--- src/rtl/bitsliced_slice_sequencer.sv ---
// Operand-side driver for the bit-sliced ALU: streams operand slices out, gathers result
// slices LSB-first and returns the reassembled full-width result on a valid/ready port.
module bitsliced_slice_sequencer #(
  parameter int LENGTH     = 32,
  parameter int Slice_Size = 4
) (
  input  logic                  clk,
  input  logic                  reset,
  input  logic                  req_valid,
  output logic                  req_ready,
  input  logic [3:0]            req_op,
  input  logic [LENGTH-1:0]     req_rs1,
  input  logic [LENGTH-1:0]     req_rs2,
  output logic                  slice_valid,
  output logic                  slice_clear,
  output logic [Slice_Size-1:0] rs1_d,
  output logic [Slice_Size-1:0] rs2_d,
  output logic [3:0]            alu_op,
  output logic [31:0]           rs1_cnt,
  output logic [31:0]           rs2_cnt,
  input  logic [Slice_Size-1:0] rd_d,
  input  logic                  rd_valid,
  output logic                  resp_valid,
  input  logic                  resp_ready,
  output logic [LENGTH-1:0]     resp_rd,
  output logic                  resp_err,
  output logic [1:0]            state_dbg
);

  // Handshakes: a request transfers on a rising edge where req_valid && req_ready;
  // a response transfers on a rising edge where resp_valid && resp_ready. rd_valid
  // has no back-pressure and is consumed only while a result is being collected.

  localparam int N  = LENGTH / Slice_Size;
  localparam int CW = $clog2(N * N + 1);
  localparam logic [CW-1:0] N_C   = CW'(N);
  localparam logic [CW-1:0] NN_C  = CW'(N * N);
  localparam logic [CW-1:0] NM1_C = CW'(N - 1);
  localparam logic [CW-1:0] ONE_C = CW'(1);
  localparam logic [3:0]    OP_MUL = 4'd2;

  typedef enum logic [1:0] {IDLE, ISSUE, COLLECT, RESP} state_t;

  state_t              state_q, state_d;
  logic [LENGTH-1:0]   rs1_q, rs2_q, result_q, result_d;
  logic [CW-1:0]       beat_q, i_q, j_q, got_q, got_d;
  logic [CW-1:0]       i_adv, j_adv, total_beats;
  logic                legal, capture, issue_done, collect_done;

  function automatic logic [Slice_Size-1:0] slice_at(input logic [LENGTH-1:0] v,
                                                     input logic [CW-1:0] idx);
    logic [LENGTH-1:0] sh;
    sh = v >> (idx * Slice_Size);
    return sh[Slice_Size-1:0];
  endfunction

  assign req_ready = (state_q == IDLE) && !reset;
  assign state_dbg = state_q;

  always_comb begin
    legal        = (req_op <= OP_MUL);
    total_beats  = (alu_op == OP_MUL) ? NN_C : N_C;
    // beat_q counts beats already loaded, so equality means the beat on the wire is the last
    issue_done   = (beat_q == total_beats);
    capture      = rd_valid && (state_q == ISSUE || state_q == COLLECT) && (got_q != N_C);
    got_d        = got_q + (capture ? ONE_C : '0);
    result_d     = capture ? {rd_d, result_q[LENGTH-1:Slice_Size]} : result_q;
    collect_done = (got_d == N_C);
    i_adv        = i_q + ONE_C;
    j_adv        = j_q + ONE_C;
    if (alu_op == OP_MUL) begin
      if (j_q == NM1_C) begin
        j_adv = '0;
      end else begin
        i_adv = i_q;
      end
    end
  end

  always_comb begin
    state_d = state_q;
    case (state_q)
      IDLE:    if (req_valid) state_d = legal ? ISSUE : RESP;
      ISSUE:   if (issue_done) state_d = collect_done ? RESP : COLLECT;
      COLLECT: if (collect_done) state_d = RESP;
      RESP:    if (resp_ready) state_d = IDLE;
      default: state_d = IDLE;
    endcase
  end

  always_ff @(posedge clk or posedge reset) begin
    if (reset) state_q <= IDLE;
    else       state_q <= state_d;
  end

  always_ff @(posedge clk or posedge reset) begin
    if (reset) begin
      rs1_q       <= '0;
      rs2_q       <= '0;
      result_q    <= '0;
      beat_q      <= '0;
      i_q         <= '0;
      j_q         <= '0;
      got_q       <= '0;
      slice_valid <= 1'b0;
      slice_clear <= 1'b0;
      rs1_d       <= '0;
      rs2_d       <= '0;
      alu_op      <= '0;
      rs1_cnt     <= '0;
      rs2_cnt     <= '0;
      resp_valid  <= 1'b0;
      resp_rd     <= '0;
      resp_err    <= 1'b0;
    end else begin
      result_q <= result_d;
      got_q    <= got_d;
      case (state_q)
        IDLE: begin
          if (req_valid) begin
            alu_op   <= req_op;
            rs1_q    <= req_rs1;
            rs2_q    <= req_rs2;
            result_q <= '0;
            got_q    <= '0;
            if (legal) begin
              // Beat 0 goes out straight from the request so it lands the cycle after acceptance
              slice_valid <= 1'b1;
              slice_clear <= 1'b1;
              rs1_d       <= req_rs1[Slice_Size-1:0];
              rs2_d       <= req_rs2[Slice_Size-1:0];
              rs1_cnt     <= '0;
              rs2_cnt     <= '0;
              beat_q      <= ONE_C;
              i_q         <= (req_op == OP_MUL) ? '0 : ONE_C;
              j_q         <= ONE_C;
            end else begin
              resp_valid <= 1'b1;
              resp_err   <= 1'b1;
              resp_rd    <= '0;
            end
          end
        end
        ISSUE: begin
          slice_clear <= 1'b0;
          if (issue_done) begin
            slice_valid <= 1'b0;
            if (collect_done) begin
              resp_valid <= 1'b1;
              resp_rd    <= result_d;
            end
          end else begin
            rs1_d   <= slice_at(rs1_q, i_q);
            rs2_d   <= slice_at(rs2_q, j_q);
            rs1_cnt <= 32'(i_q);
            rs2_cnt <= 32'(j_q);
            beat_q  <= beat_q + ONE_C;
            i_q     <= i_adv;
            j_q     <= j_adv;
          end
        end
        COLLECT: begin
          if (collect_done) begin
            resp_valid <= 1'b1;
            resp_rd    <= result_d;
          end
        end
        RESP: begin
          if (resp_ready) begin
            resp_valid <= 1'b0;
            resp_err   <= 1'b0;
            resp_rd    <= '0;
          end
        end
        default: ;
      endcase
    end
  end

endmodule

--- config.mk ---
export PLATFORM = sky130hd
export DESIGN_NAME = bitsliced_slice_sequencer
export DESIGN_NICKNAME = d
export VERILOG_FILES = /design/src/rtl/bitsliced_slice_sequencer.sv
export SDC_FILE = /design/constraint.sdc
export NUM_CORES = 1
export LEC_CHECK = 0
export BUFFER_PORTS_ARGS = -buffer_cell sky130_fd_sc_hd__buf_2
export CAP_MARGIN = 0
export CELL_PAD_IN_SITES_DETAIL_PLACEMENT = 1
export CELL_PAD_IN_SITES_GLOBAL_PLACEMENT = 2
export CORE_UTILIZATION = 35
export CTS_BUF_LIST = sky130_fd_sc_hd__clkbuf_4 sky130_fd_sc_hd__clkbuf_8 sky130_fd_sc_hd__clkbuf_16
export DETAILED_ROUTE_END_ITERATION = 12
export PLACE_DENSITY_LB_ADDON = 0.1
export SLEW_MARGIN = 25
export SYNTH_ARGS = -nofsm -noshare
export SYNTH_HDL_FRONTEND = slang
export SYNTH_SLANG_ARGS = --single-unit
--- constraint.sdc ---
create_clock -name clk -period 7.7 [get_ports clk]
set_clock_uncertainty 0.2 [all_clocks]
set_input_delay 0.77 -clock clk [delete_from_list [all_inputs] [get_ports clk]]
set_output_delay 0.77 -clock clk [all_outputs]
set_load 0.005 [all_outputs]
==> metrics <==
Met3 Routed Length approximately 700 um; Routed WL between 20 and 25 mm; vias in the first global route 6713; final hold vios 0; Die H 161 um; VDD IR max ~120 uV; # clock sinks about 190; fin. max-slew vios 0; Power per Cell Area 378 nW/um2; share of cells above drive strength 1 between 20% and 30%; synth warn 0; Primary FF master, synth dfrtp_1; antenna-violating nets left 0; Final period util 54.4%; P&R area growth vs syn 16.0%; CP Max Fanout 33; Place WS between 3000 and 4000 ps; RSZ-0062 raised after global routing false; Max-Cap Viols 0; DR pass1 iterations 4; Global Route Usage Sum a little under a fifth; Synth async-reset ratio 100%; vias ~6400; CP required 7840 ps; WL/cell 17.8 um; Top delay family on crit path simple AND/OR/NAND/NOR gates; Startpoint Class flop; Post-Syn Area per Cell between 10 and 15 um2; fill cell count between 2000 and 3000; register area share after synthesis a little over half; relative slew slack approximately two fifths; dpl hpwl about 16 mm; global-route wire length before repair roughly 38 mm; Diodes inserted 0; # setup viols final 0; num ports around 190; worst path cell trace inv_1, ha_1, o311a_4, ha_1, ha_1, or4_1, o41ai_2, and2_4, nand3_4, o2bb2ai_1; clock root buffer clkbuf_16; Max stage delay cell, worst path o311a_4; Placer Congestion about 0.74; vias per cell slightly below 5; initial core utilization a little over a third; Post-CTS Setup Bufs 0; status finished, final reports clean; Port Buffers ~140; DRC 0; cell area after synthesis 8880 um2; CP arrival approximately 4300 ps; synthesized instance count around 830; number of synthesized flops with an enable pin 0; Final #Nets about 1000; achievable frequency approximately 0.24 GHz; min Tclk post-route around 4200 ps; CP Capture Type flop; Crit Path Class reg2reg; DR top layer met4; Yosys reg bits between 150 and 200; met2 wire length ~11 mm; fin worst setup slack around 3500 ps; HP Class in2async; num rows between 50 and 60; die width about 160 um; CP bufs+invs 1; starting DRC count in detailed routing between 300 and 400; largest net degree at the start of global routing approximately 110; Post-CTS Hold Buffers 0; Post-CTS Resized 0; Placeable Area between 20000 and 25000 um2; TritonCTS Buffers 17; CTS tree built; initial antenna violation count 0; gr ovfl total 0; Slew @ Worst Pin slightly below 900 ps; routed length on met1 11.1 mm; H-tree depth 4; Netlist cell types slightly above 60; Clock Pin Slew Worst Setup and Hold Paths around 80 ps; Clock Latency Late Sink 430 ps; setup TNS 0 ps; Finished Core Util 41.9%; DIE AREA approximately 26000 um2; most numerous cell on the critical path ha_1; clk buf depth 2; critical path's largest stage delay about 630 ps; Leak roughly 0.0052 uW
==> placed cells by master, fill, tap and decap left out, types with 3 or more instances in the layout <==
| cell | count |
|---|---|
| o21a_1 | 3 |
| a21oi_1 | 14 |
| nand3_1 | 8 |
| conb_1 | 50 |
| or2_2 | 4 |
| a221o_1 | 8 |
| nor2b_1 | 4 |
| dfrtp_1 | 188 |
| mux2i_1 | 43 |
| nand2b_1 | 5 |
| nor3_1 | 9 |
| inv_1 | 10 |
| clkinv_8 | 6 |
| inv_8 | 3 |
| clkbuf_16 | 17 |
| o2bb2ai_1 | 19 |
| or4_1 | 4 |
| buf_2 | 141 |
| xnor2_1 | 5 |
| inv_6 | 5 |
| ha_1 | 10 |
| o2bb2ai_2 | 11 |
| nor2_1 | 51 |
| nand4_1 | 6 |
| nand2_1 | 228 |
| xor2_1 | 8 |
| and2_1 | 3 |
| a22o_1 | 17 |
| a31oi_1 | 3 |
| or3_1 | 5 |
| mux4_2 | 16 |
| buf_4 | 4 |
| and3_1 | 3 |
| o21ai_0 | 18 |
==> power by group <==
group          leakage, uW  internal [uW]  total [uW]  switching, uW
Clock             0.000314            506         950            444
Sequential         0.00246           1310        1580            279
Combinational      0.00240            583        1360            779
Total              0.00518           2390        3900           1500
==> per-stage QoR <==
step,hold slack [ps],cell area [um2],power (uW),cells
2_1_floorplan,240,9060,2580,883
3_3_place_gp,254,9590,2880,1256
3_5_place_dp,262,9620,2960,1257
4_1_cts,280,10300,3930,1289
5_1_grt,300,10300,4180,1290
6_report,271,10300,3900,1290
==> flip-flops by register name, indices dropped and copies added, names as in the netlist, 2 cells and up <==
register / count
rs2_d: 4
rs1_d: 4
rs2_cnt: 7
alu_op: 4
rs1_q: 32
rs1_cnt: 7
state_dbg: 2
resp_rd: 32
got_q: 7
rs2_q: 32
result_q: 32
j_q: 7
i_q: 7
beat_q: 7
==> synth_stat cells, drive strengths merged, types with 3 or more instances <==
cell type | instances | area [um2]
o21a | 3 | 22.5
a221o | 8 | 80.1
nand2 | 230 | 866
and3 | 3 | 18.8
inv | 11 | 41.3
mux2i | 43 | 430
o2bb2ai | 31 | 359
or4 | 4 | 30.0
nand4 | 6 | 37.5
xnor2 | 5 | 43.8
nand2b | 5 | 31.3
buf | 67 | 511
ha | 10 | 125
a21oi | 14 | 70.1
xor2 | 8 | 70.1
or2 | 4 | 25.0
dfrtp | 188 | 4700
nand3 | 9 | 57.6
nor2b | 4 | 25.0
nor3 | 11 | 60.1
clkbuf | 30 | 133
a31oi | 3 | 18.8
a22o | 17 | 149
o21ai | 19 | 106
nor2 | 51 | 191
and2 | 6 | 41.3
or3 | 5 | 31.3
mux4 | 16 | 360
==> worst paths after layout <==
path	start	endpoint	slack, ps	depth (start not counted)
setup / recovery	state_dbg[0]	resp_rd[12]	3510	10
hold / removal	reset	alu_op[1]	270	2
setup reg to reg	state_dbg[0]	resp_rd[12]	3510	10
hold reg to reg	rs2_q[9]	rs2_q[9]	280	2
max in group asynchronous	reset	alu_op[2]	5750	3
min in group clk	rs2_q[9]	rs2_q[9]	280	2
==> area by class of cell <==
type	count	area, um2	area share [%]
clock buffer	17	425	4.13
timing repair buffer	148	802	7.78
sequential	188	4700	45.6
multi-input combinational	587	3700	35.9
inverter	11	48.8	0.473
clock inverter	15	224	2.17
tap	324	405	3.93
==> worst register-to-register path, stage by stage (launching register included) <==
cell	delay, ps
dfrtp_1	430
inv_1	130
ha_1	460
o311a_4	640
ha_1	320
ha_1	290
or4_1	550
o41ai_2	90
and2_4	270
nand3_4	400
o2bb2ai_1	330
==> routing by layer <==
metal,vias up,track usage (%)
met4,0,4.07
li1,2984,-
met1,3228,25.8
met2,134,29.5
met3,8,3.36
met5,-,0
==> kinds of logic (layout without fill, tap and decap cells) <==
| kind of cell | count (synthesis) | in the layout | share of synthesized area, % |
|---|---|---|---|
| other | 1 | 50 | 0.0422 |
| xor gates and xnor gates | 13 | 13 | 1.28 |
| AOI/OAI and AO/OA | 109 | 109 | 10.8 |
| buffers and inverters | 108 | 191 | 7.71 |
| adders and majority gates | 10 | 10 | 1.41 |
| muxes | 60 | 60 | 9.03 |
| DFF | 188 | 188 | 53.0 |
| and+or+nand+nor | 345 | 345 | 16.8 |
Power figures use the tool's default switching activity.
